### config.mk
export PLATFORM = sky130hd
export DESIGN_NAME = gobou_ctrl_mac_flat
export DESIGN_NICKNAME = d
export VERILOG_FILES = /design/src/rtl/gobou_ctrl_mac_pkg.sv /design/src/rtl/gobou_ctrl_mac_if.sv /design/src/rtl/gobou_ctrl_mac_delay.sv /design/src/rtl/gobou_ctrl_mac.sv /design/src/flat_wrapper.sv
export SDC_FILE = /design/constraint.sdc
export NUM_CORES = 1
export LEC_CHECK = 0
export BUFFER_PORTS_ARGS = -buffer_cell sky130_fd_sc_hd__buf_2
export CELL_PAD_IN_SITES_DETAIL_PLACEMENT = 1
export CELL_PAD_IN_SITES_GLOBAL_PLACEMENT = 2
export CORE_ASPECT_RATIO = 0.9
export CORE_MARGIN = 2
export CORE_UTILIZATION = 30
export DETAILED_ROUTE_END_ITERATION = 16
export PLACE_DENSITY = 0.63
export SYNTH_ARGS = -nofsm -noshare
export SYNTH_HDL_FRONTEND = slang
export SYNTH_SLANG_ARGS = --single-unit
### constraint.sdc
create_clock -name clk -period 2.93 [get_ports clk]
set_input_delay 0.4395 -clock clk [delete_from_list [all_inputs] [get_ports clk]]
set_output_delay 0.4395 -clock clk [all_outputs]
set_load 0.02 [all_outputs]
### src/rtl/gobou_ctrl_mac_pkg.sv
// Shared types and defaults for the gobou MAC controller: FSM encoding,
// delay-line tag layout and the default layer-counter width.
package gobou_ctrl_mac_pkg;

  localparam int unsigned GOBOU_LWIDTH = 10;
  localparam int unsigned TAG_W        = 3;

  typedef enum logic [1:0] {
    ST_IDLE  = 2'd0,
    ST_ACC   = 2'd1,
    ST_DRAIN = 2'd2
  } state_e;

  // Tags travelling alongside the accumulator latency
  typedef struct packed {
    logic vld;
    logic first;
    logic last;
  } tag_t;

endpackage

### src/rtl/gobou_ctrl_mac_if.sv
// Handshake bundle between the layer sequencer and the MAC controller.
interface gobou_ctrl_mac_if
  import gobou_ctrl_mac_pkg::*;
#(
  parameter int unsigned LWIDTH = GOBOU_LWIDTH
);

  logic              in_begin;
  logic              in_valid;
  logic [LWIDTH-1:0] n_in;
  logic [LWIDTH-1:0] n_out;
  logic              mac_oe;
  logic              acc_clr;
  logic              out_begin;
  logic              out_valid;
  logic              out_end;
  logic              busy;

  modport master (
    output in_begin, in_valid, n_in, n_out,
    input  mac_oe, acc_clr, out_begin, out_valid, out_end, busy
  );

  modport slave (
    input  in_begin, in_valid, n_in, n_out,
    output mac_oe, acc_clr, out_begin, out_valid, out_end, busy
  );

endinterface

### src/rtl/gobou_ctrl_mac_delay.sv
// MAC_LAT-stage shift register carrying valid/begin/end tags; inj is ORed
// straight into the final stage for pulses that bypass the latency.
module gobou_ctrl_delay
  import gobou_ctrl_mac_pkg::*;
#(
  parameter int unsigned MAC_LAT = 2
) (
  input  logic clk,
  input  logic xrst,
  input  tag_t din,
  input  tag_t inj,
  output tag_t dout
);

  localparam int unsigned SW = TAG_W * MAC_LAT;

  logic [SW-1:0] sr_q;
  logic [SW-1:0] inj_w;

  assign inj_w = SW'(inj) << (TAG_W * (MAC_LAT - 1));

  always_ff @(posedge clk or negedge xrst) begin
    if (!xrst) begin
      sr_q <= '0;
    end else begin
      sr_q <= SW'({sr_q, din}) | inj_w;
    end
  end

  assign dout = tag_t'(sr_q[SW-1 -: TAG_W]);

endmodule

### src/rtl/gobou_ctrl_mac.sv
// MAC-stage controller: sequences beats/neurons of a layer, drives the MAC
// enables and emits per-neuron completion pulses after the MAC latency.
// Optional GOBOU_CTRL_MAC_PERF_EN adds a busy-cycle counter port.
module gobou_ctrl_mac
  import gobou_ctrl_mac_pkg::*;
#(
  parameter int unsigned LWIDTH  = GOBOU_LWIDTH,
  parameter int unsigned MAC_LAT = 2
) (
  input  logic            clk,
  input  logic            xrst,
  gobou_ctrl_mac_if.slave bus
`ifdef GOBOU_CTRL_MAC_PERF_EN
  ,
  output logic [31:0]     perf_cycles
`endif
);

  state_e            state_q, state_d;
  logic [LWIDTH-1:0] n_in_q, n_in_d, n_out_q, n_out_d;
  logic [LWIDTH-1:0] beat_q, beat_d, neur_q, neur_d;
  logic              mac_oe_q, mac_oe_d, acc_clr_q, acc_clr_d, busy_q, busy_d;
  tag_t              tag_q, tag_d, dly_out, inj_c;
  logic              step_c, beat_last_c, neur_last_c, dims_ok_c, accept_c, zero_c;

  assign step_c      = (state_q == ST_ACC) && bus.in_valid;
  assign beat_last_c = (beat_q == n_in_q - LWIDTH'(1));
  assign neur_last_c = (neur_q == n_out_q - LWIDTH'(1));
  assign dims_ok_c   = (bus.n_in != '0) && (bus.n_out != '0);
  assign accept_c    = (state_q == ST_IDLE) && bus.in_begin && dims_ok_c;
  assign zero_c      = (state_q == ST_IDLE) && bus.in_begin && !dims_ok_c;

  always_ff @(posedge clk or negedge xrst) begin
    if (!xrst) begin
      state_q <= ST_IDLE;
    end else begin
      state_q <= state_d;
    end
  end

  always_comb begin
    state_d = state_q;
    case (state_q)
      ST_IDLE:  if (accept_c) state_d = ST_ACC;
      ST_ACC:   if (step_c && beat_last_c && neur_last_c) state_d = ST_DRAIN;
      ST_DRAIN: if (dly_out.last) state_d = ST_IDLE;
      default:  state_d = ST_IDLE;
    endcase
  end

  always_comb begin
    mac_oe_d    = step_c;
    acc_clr_d   = step_c && (beat_q == '0);
    tag_d.vld   = step_c && beat_last_c;
    tag_d.first = step_c && beat_last_c && (neur_q == '0);
    tag_d.last  = step_c && beat_last_c && neur_last_c;
    inj_c.vld   = 1'b0;
    inj_c.first = zero_c;
    inj_c.last  = zero_c;
    n_in_d      = n_in_q;
    n_out_d     = n_out_q;
    beat_d      = beat_q;
    neur_d      = neur_q;
    busy_d      = busy_q;
    if (accept_c) begin
      n_in_d  = bus.n_in;
      n_out_d = bus.n_out;
      beat_d  = '0;
      neur_d  = '0;
      busy_d  = 1'b1;
    end else if (step_c) begin
      if (beat_last_c) begin
        beat_d = '0;
        neur_d = neur_last_c ? '0 : neur_q + LWIDTH'(1);
      end else begin
        beat_d = beat_q + LWIDTH'(1);
      end
    end
    // busy covers the out_end cycle itself, then drops
    if ((state_q == ST_DRAIN) && dly_out.last) busy_d = 1'b0;
  end

  always_ff @(posedge clk or negedge xrst) begin
    if (!xrst) begin
      n_in_q    <= '0;
      n_out_q   <= '0;
      beat_q    <= '0;
      neur_q    <= '0;
      mac_oe_q  <= 1'b0;
      acc_clr_q <= 1'b0;
      busy_q    <= 1'b0;
      tag_q     <= '0;
    end else begin
      n_in_q    <= n_in_d;
      n_out_q   <= n_out_d;
      beat_q    <= beat_d;
      neur_q    <= neur_d;
      mac_oe_q  <= mac_oe_d;
      acc_clr_q <= acc_clr_d;
      busy_q    <= busy_d;
      tag_q     <= tag_d;
    end
  end

  // tag_q lines up with mac_oe, so the line adds exactly MAC_LAT cycles
  gobou_ctrl_delay #(.MAC_LAT(MAC_LAT)) u_delay (
    .clk  (clk),
    .xrst (xrst),
    .din  (tag_q),
    .inj  (inj_c),
    .dout (dly_out)
  );

  assign bus.mac_oe    = mac_oe_q;
  assign bus.acc_clr   = acc_clr_q;
  assign bus.busy      = busy_q;
  assign bus.out_valid = dly_out.vld;
  assign bus.out_begin = dly_out.first;
  assign bus.out_end   = dly_out.last;

`ifdef GOBOU_CTRL_MAC_PERF_EN
  always_ff @(posedge clk or negedge xrst) begin
    if (!xrst) begin
      perf_cycles <= '0;
    end else if (accept_c) begin
      perf_cycles <= '0;
    end else if (busy_q) begin
      perf_cycles <= perf_cycles + 32'd1;
    end
  end
`endif

endmodule

### src/flat_wrapper.sv
// flat-port wrapper written by rule: the top's interface ports become plain ports
module gobou_ctrl_mac_flat import gobou_ctrl_mac_pkg::*;
#(
  parameter int unsigned LWIDTH  = GOBOU_LWIDTH,
  parameter int unsigned MAC_LAT = 2
)
  (clk, xrst, bus_in_begin, bus_in_valid, bus_n_in, bus_n_out, bus_mac_oe, bus_acc_clr, bus_out_begin, bus_out_valid, bus_out_end, bus_busy);
  gobou_ctrl_mac_if #(.LWIDTH(LWIDTH)) bus_i ();
  input  logic clk;
  input  logic xrst;
  input wire logic [$bits(bus_i.in_begin)-1:0] bus_in_begin;
  input wire logic [$bits(bus_i.in_valid)-1:0] bus_in_valid;
  input wire logic [$bits(bus_i.n_in)-1:0] bus_n_in;
  input wire logic [$bits(bus_i.n_out)-1:0] bus_n_out;
  output wire logic [$bits(bus_i.mac_oe)-1:0] bus_mac_oe;
  output wire logic [$bits(bus_i.acc_clr)-1:0] bus_acc_clr;
  output wire logic [$bits(bus_i.out_begin)-1:0] bus_out_begin;
  output wire logic [$bits(bus_i.out_valid)-1:0] bus_out_valid;
  output wire logic [$bits(bus_i.out_end)-1:0] bus_out_end;
  output wire logic [$bits(bus_i.busy)-1:0] bus_busy;
  assign bus_i.in_begin = bus_in_begin;
  assign bus_i.in_valid = bus_in_valid;
  assign bus_i.n_in = bus_n_in;
  assign bus_i.n_out = bus_n_out;
  assign bus_mac_oe = bus_i.mac_oe;
  assign bus_acc_clr = bus_i.acc_clr;
  assign bus_out_begin = bus_i.out_begin;
  assign bus_out_valid = bus_i.out_valid;
  assign bus_out_end = bus_i.out_end;
  assign bus_busy = bus_i.busy;
  gobou_ctrl_mac #(.LWIDTH(LWIDTH), .MAC_LAT(MAC_LAT)) u_core (.clk(clk), .xrst(xrst), .bus(bus_i));
endmodule
Word level (Yosys, flattened, before mapping)
Cells that the tools add are included.
{"block": "totals", "ff_bits": 54, "latchBits": 0, "mem_bits_rw": 0, "rom_bits": 0, "elab_cells": 58, "mem_count": 0}
{"block": "op_classes", "n_addsub": 4, "multipliers": 0, "div": 0, "magnitude_cmp": 0, "eq_ne": 7, "shift": 0, "n_mux": 13, "bitwise": 1, "reduce_logical": 21}
{"cell": "$mux W10", "n": 7}
{"cell": "$add A10 B1 Y10 const B", "n": 2}
{"cell": "$eq A10 B10 Y1", "n": 2}
{"cell": "$logic_not A10 Y1", "n": 2}
{"cell": "$reduce_bool A10 Y1", "n": 2}
{"cell": "$sub A10 B1 Y10 const B", "n": 2}
{"cell": "$logic_and A1 B1 Y1", "n": 10}
{"cell": "$mux W2", "n": 3}
{"cell": "$or A6 B5 Y6", "n": 1}
{"cell": "$pmux W2 S3", "n": 1}
{"cell": "$reduce_bool A2 Y1", "n": 3}
{"cell": "$ne A2 B1 Y1 const B", "n": 2}
{"cell": "$reduce_and A3 Y1", "n": 1}
{"cell": "$eq A2 B1 Y1 const B", "n": 1}
{"cell": "$eq A2 B2 Y1 const B", "n": 1}
{"cell": "$logic_not A2 Y1", "n": 1}
{"cell": "$mux W1", "n": 2}
{"cell": "$ne A2 B2 Y1 const B", "n": 1}
{"cell": "$reduce_and A2 Y1", "n": 1}
{"cell": "$logic_not A1 Y1", "n": 1}

Logic depth before layout (Yosys ltp)
{"block": "logic_depth", "word_depth": 6, "ltp_mapped": 11, "ltp_nobuf": 9}

Modules after synthesis
A second synthesis with hierarchy kept.
{"block": "hier_totals", "cells_unflattened": 358, "hier_area_um2": 3190.6}
{"module": "gobou_ctrl_mac", "n_inst": 1, "cells_each": 346, "area_per_inst_um2": 2999.1}
{"module": "gobou_ctrl_delay", "n_inst": 1, "cells_each": 12, "area_per_inst_um2": 191.4}

Worst setup path after synthesis
Ideal clock, no wire load.
{"block": "synth_timing", "kind": "reg2reg", "from": "register u_core.n_out_q[0]", "to": "register u_core.neur_q[4]", "setup_time_ns": 0.082, "t_arrival_ns": 2.474, "slack_ns": 0.374, "stages_incl_launch_ff": 12, "n_path_buf": 2, "path_cell_list": "dfrtp_1 inv_1 ha_1 buf_2 nor4b_4 a211oi_1 o32ai_1 a21boi_1 o221ai_1 buf_2 or4b_1 a31oi_1"}
{"block": "synth_via", "elab_chain_len": 6}
{"item": "from (decl)", "line": "gobou_ctrl_mac.sv:20", "rtl": "logic [LWIDTH-1:0] n_in_q, n_in_d, n_out_q, n_out_d;"}
{"item": "from (signal assigned)", "line": "gobou_ctrl_mac.sv:95", "rtl": "n_out_q <= n_out_d;"}
{"item": "$sub A10 B1 Y10", "line": "gobou_ctrl_mac.sv:28", "rtl": "assign neur_last_c = (neur_q == n_out_q - LWIDTH'(1));"}
{"item": "$eq A10 B10 Y1", "line": "gobou_ctrl_mac.sv:28"}
{"item": "$mux W10", "line": "gobou_ctrl_mac.sv:74", "rtl": "neur_d = neur_last_c ? '0 : neur_q + LWIDTH'(1);"}
{"item": "$mux W10", "line": "gobou_ctrl_mac.sv:72", "rtl": "if (beat_last_c) begin"}
{"item": "$mux W10", "line": "gobou_ctrl_mac.sv:71", "rtl": "end else if (step_c) begin"}
{"item": "$mux W10", "line": "gobou_ctrl_mac.sv:65", "rtl": "if (accept_c) begin"}
{"item": "to (signal assigned)", "line": "gobou_ctrl_mac.sv:97", "rtl": "neur_q <= neur_d;"}
{"item": "to (decl)", "line": "gobou_ctrl_mac.sv:21", "rtl": "logic [LWIDTH-1:0] beat_q, beat_d, neur_q, neur_d;"}
No other way between the ends. The select of a mux whose other input is x is not followed.
A chain may end at the register's enable or synchronous reset.

Worst setup path after layout
{"block": "layout_timing", "from": "register u_core.n_in_q[3]", "to": "register u_core.neur_q[5]"}
{"block": "layout_via", "elab_chain_len": 4}
{"item": "from (decl)", "line": "gobou_ctrl_mac.sv:20"}
{"item": "from (signal assigned)", "line": "gobou_ctrl_mac.sv:94", "rtl": "n_in_q <= n_in_d;"}
{"item": "$sub A10 B1 Y10", "line": "gobou_ctrl_mac.sv:27", "rtl": "assign beat_last_c = (beat_q == n_in_q - LWIDTH'(1));"}
{"item": "$eq A10 B10 Y1", "line": "gobou_ctrl_mac.sv:27"}
{"item": "$reduce_bool A2 Y1 (no line)"}
{"item": "$reduce_and A2 Y1 (no line)"}
No other way between the ends.

==> results.txt <==
----------------------------------------------------
[Critical path]
  Worst-path cell with the longest stage delay ... or4_4
  Type of the worst setup path ... reg2reg
  Worst stage delay on the critical path ... 0.59 ns
  R2R Setup Slk ... 0.25 ns
  WP data arrival ... 2.87 ns
  Critical path launch point type ... register
  Crit Reg-Reg Startpoint ... u_core.n_in_q[3]
  Largest fanout on the critical path ... 9
  Worst-case reg-to-reg path depth ... 7
  Critical-path cell list ... or4_4 -> a2111oi_4 -> nor3_2 -> nor3_4 -> nand3_4 -> nand2b_2 -> o41ai_2
  CP Data Required Time ... 3.12 ns
  Endpoint type of the worst setup path ... register
  End of the worst register-to-register path ... u_core.neur_q[5]

[Logic synthesis]
  Number of warnings reported in the yosys synthesis log ... 0
  Post-synth EDFFs ... 0
  Biggest area consumer among synthesized cells ... dfrtp_1
  Post-synthesis cell type count ... 62
  Average cell area after synthesis ... 9.23 sq um
  Cell area after synthesis ... 3260 sq um
  Sequential fraction of the synthesis area ... 41.5%
  Number of register bits inferred by synthesis ... 54
  Most area-consuming cells after synthesis ... dfrtp_1 41%, nand2_1 8.0%, xor2_1 4.6%
  Total nets after synthesis ... 383
  Top flip-flop cell by instance count after synthesis ... dfrtp_1
  Number of cells produced by synthesis ... 353
  Ys async rst share ... 100%
  Post-synth top area share ... 41.5%

[STA]
  Setup TNS ... 0 ns
  Final slew viol count ... 0
  Final worst hold slack ... 0.293 ns
  Post-route minimum period ... 2.68 ns
  Setup repair after global routing missed its margin ... no
  Endpoints failing hold ... 0
  Final setup skew ... 0.00837 ns
  Worst-Margin Slew ... 0.984 ns
  Worst rel slew slack ... 34.4%
  Setup violations, final ... 0
  PnR worst setup slack ... 0.246 ns
  Ratio of final minimum period to clock period ... 91.6%
  Fmax achieved ... 0.373 GHz

[Clock network]
  Sink count of the clock tree ... 54
  Clock tree buffer depth ... 2
  CTS tree ... done
  Register clock-pin slew on the reported worst setup and hold paths ... 0.08 ns
  CTS HTree Levels ... 2
  Clock Root Buffer ... clkbuf_16
  Cts-stage hold buffer count ... 0
  TritonCTS Buffers ... 5
  Later-pin clock latency in the skew report ... 0.29 ns

[Pwr]
  Power per Cell Area ... 527 nW/um^2
  Fraction of power consumed by the clock network ... 35.4%
  Power share of the sequential group ... 45.2%
  Worst voltage drop across the vdd grid ... 0.000331 V
  Switching Share ... 30.2%
  Part of the total power dissipated in combinational logic ... 19.4%
  Leakage power total ... 1.70 nW
  Cell-internal power ... 1.38 mW
  Total net switching power ... 0.598 mW
  Total power consumption of the routed design ... 1.98 mW

[Routing]
  Via density per instance ... 5.14
  Residual DRC count ... 0
  Avg WL per Cell ... 16.6 microns
  Iteration count of the initial detailed-routing pass ... 4
  DRC marker count from the first detailed-route iteration ... 117
  Overall via count from detail_route ... 2657
  Antenna Violating Nets Remaining ... 0
  Sum of routed wire length over all layers ... 8600 microns

[Floorplanning]
  Die area ... 11700 sq um
  Std-Cell Core Area ... 10700 sq um
  Die span in y ... 103 microns
  Std cell rows ... 36
  Initial core utilization ... 30.4%
  Ports placed on the boundary ... 30
  Die width ... 114 microns

[Global route]
  Wire length of the first global-routing pass ... 14600 microns
  Vias in the first global route ... 2721
  Number of antenna violations at the first check in global routing ... 0
  Total gr overflow ... 0
  Overall global routing resource usage ... 16.0%
  Largest net degree at the start of global routing ... 41

[Layout]
  Most common cell after layout, fill and taps aside ... nand2_1
  Leading cell types in the layout, fill and taps excluded ... 69 x nand2_1, 54 x dfrtp_1, 29 x buf_2
  Filler cells ... 1257
  Count of antenna diodes in the layout ... 0
  Share of layout cells above drive strength 1 ... 19.8%
  Final non-filler cell total ... 517
  Area Growth Syn to Fin ... 15.3%
  Footprint of the flip-flops and latches ... 1350 sq um
  Total area of multi-input combinational cells ... 1760 sq um
  Nets ... 413

[Place]
  Buffers on Ports ... 29
  HPWL after detailed placement ... 6330 microns
  Final weighted congestion of routability-driven global placement ... 0.785
  Worst slack at placement ... 0.190 ns
  Cell Count Post-Placement ... 506

[Worst hold path]
  Worst hold path type ... in2async

[Flow run]
  Reported max-cap violation count ... 0

[Status]
  Outcome ... complete, no violations

----------------------------------------------------
[how the worst max path moves through the flow]
stage	startpoint	end	slack (ns)	cells after the start
4_1_cts	u_core.n_in_q[3]	u_core.neur_q[7]	0.16	7
3_5_place_dp	u_core.n_in_q[3]	u_core.neur_q[7]	0.19	7
2_1_floorplan	u_core.n_out_q[0]	u_core.neur_q[4]	0.37	11
5_1_grt	u_core.n_out_q[1]	u_core.neur_q[3]	0.006	10
6_report	u_core.n_in_q[3]	u_core.neur_q[5]	0.25	7
3_3_place_gp	u_core.n_in_q[3]	u_core.neur_q[9]	0.27	7
[Yosys cell counts, drive strengths merged, types with 2 or more instances]
cell / instances
a2111oi: 3
a211oi: 4
a21oi: 3
a22o: 3
a31oi: 5
a32oi: 6
and3: 10
and4b: 2
buf: 7
clkbuf: 12
dfrtp: 54
ha: 6
inv: 15
nand2: 70
nand2b: 4
nand3: 15
nand3b: 5
nand4: 2
nor2: 18
nor2b: 2
nor3: 15
nor3b: 3
nor4: 7
nor4b: 3
o21ai: 14
o31ai: 3
o41ai: 6
or2: 6
or3: 3
or4: 3
or4b: 2
xnor2: 11
xor2: 17
[repair_timing]
action	CTS	global route
hold endpoints to repair	0	0
endpoints found under the setup margin	0	4
resized for setup	0	1
setup buffers	0	3
[state kept, by name, summed over array words and instances, names as in the netlist, 2 cells and up]
| signal | cells |
|---|---|
| u_core.n_in_q | 10 |
| u_core.state_q | 2 |
| u_core.neur_q | 10 |
| u_core.beat_q | 10 |
| u_core.u_delay.sr_q | 6 |
| u_core.tag_q | 3 |
| u_core.n_out_q | 10 |
[area by class of cell]
cell class | count | share of cell area (%)
clock buffers | 5 | 3.33
clock inverters | 3 | 1.27
inverters | 15 | 1.50
multi-input cells | 265 | 47.0
flip-flops and latches | 54 | 36.0
well taps | 133 | 4.43
repair buffers | 42 | 6.47
[per-stage QoR]
step | instance area [sq um] | util (%)
floorplan | 3260 | -
global placement | 3560 | 33.2
detailed placement | 3560 | 33.2
CTS | 3730 | 34.8
global route | 3750 | 35.0
finish | 3750 | 35.0
[worst max-delay path, delay by kind of cell, from the launching register on]
family	cells	cell delay, ns
simple gates	5	1.49
compound gates	2	0.62
flops	1	0.46
[power groups by stage]
stage | clock (mW) | combinational, mW | sequential, mW
final | 0.700 | 0.384 | 0.894
after global routing | 0.764 | 0.436 | 0.905
after CTS | 0.733 | 0.389 | 0.894
after detailed placement | 0 | 0.387 | 0.908
after global placement | 0 | 0.383 | 0.908
after floorplan | 0 | 0.300 | 0.872
[kinds of logic (layout without fill, tap and decap cells)]
family	count (synthesis)	count (layout)	synth area share, %
AND/OR/NAND/NOR	173	173	28.7
XOR/XNOR	28	28	7.53
buffers and inverters	34	65	4.49
adder cells (fa/ha/maj)	6	6	2.30
flip-flops	54	54	41.5
multiplexers	2	2	0.653
AO/OA/AOI/OAI	56	56	14.9
[layer usage]
layer,GRT usage (%),up-vias,part of all wire (%)
li1,-,1319,-
met1,23.7,1295,54
met2,24.6,39,42
met3,2.88,4,3.6
met4,3.10,0,0.47
met5,0,-,0
No activity file was read; power rests on OpenSTA's default activity.
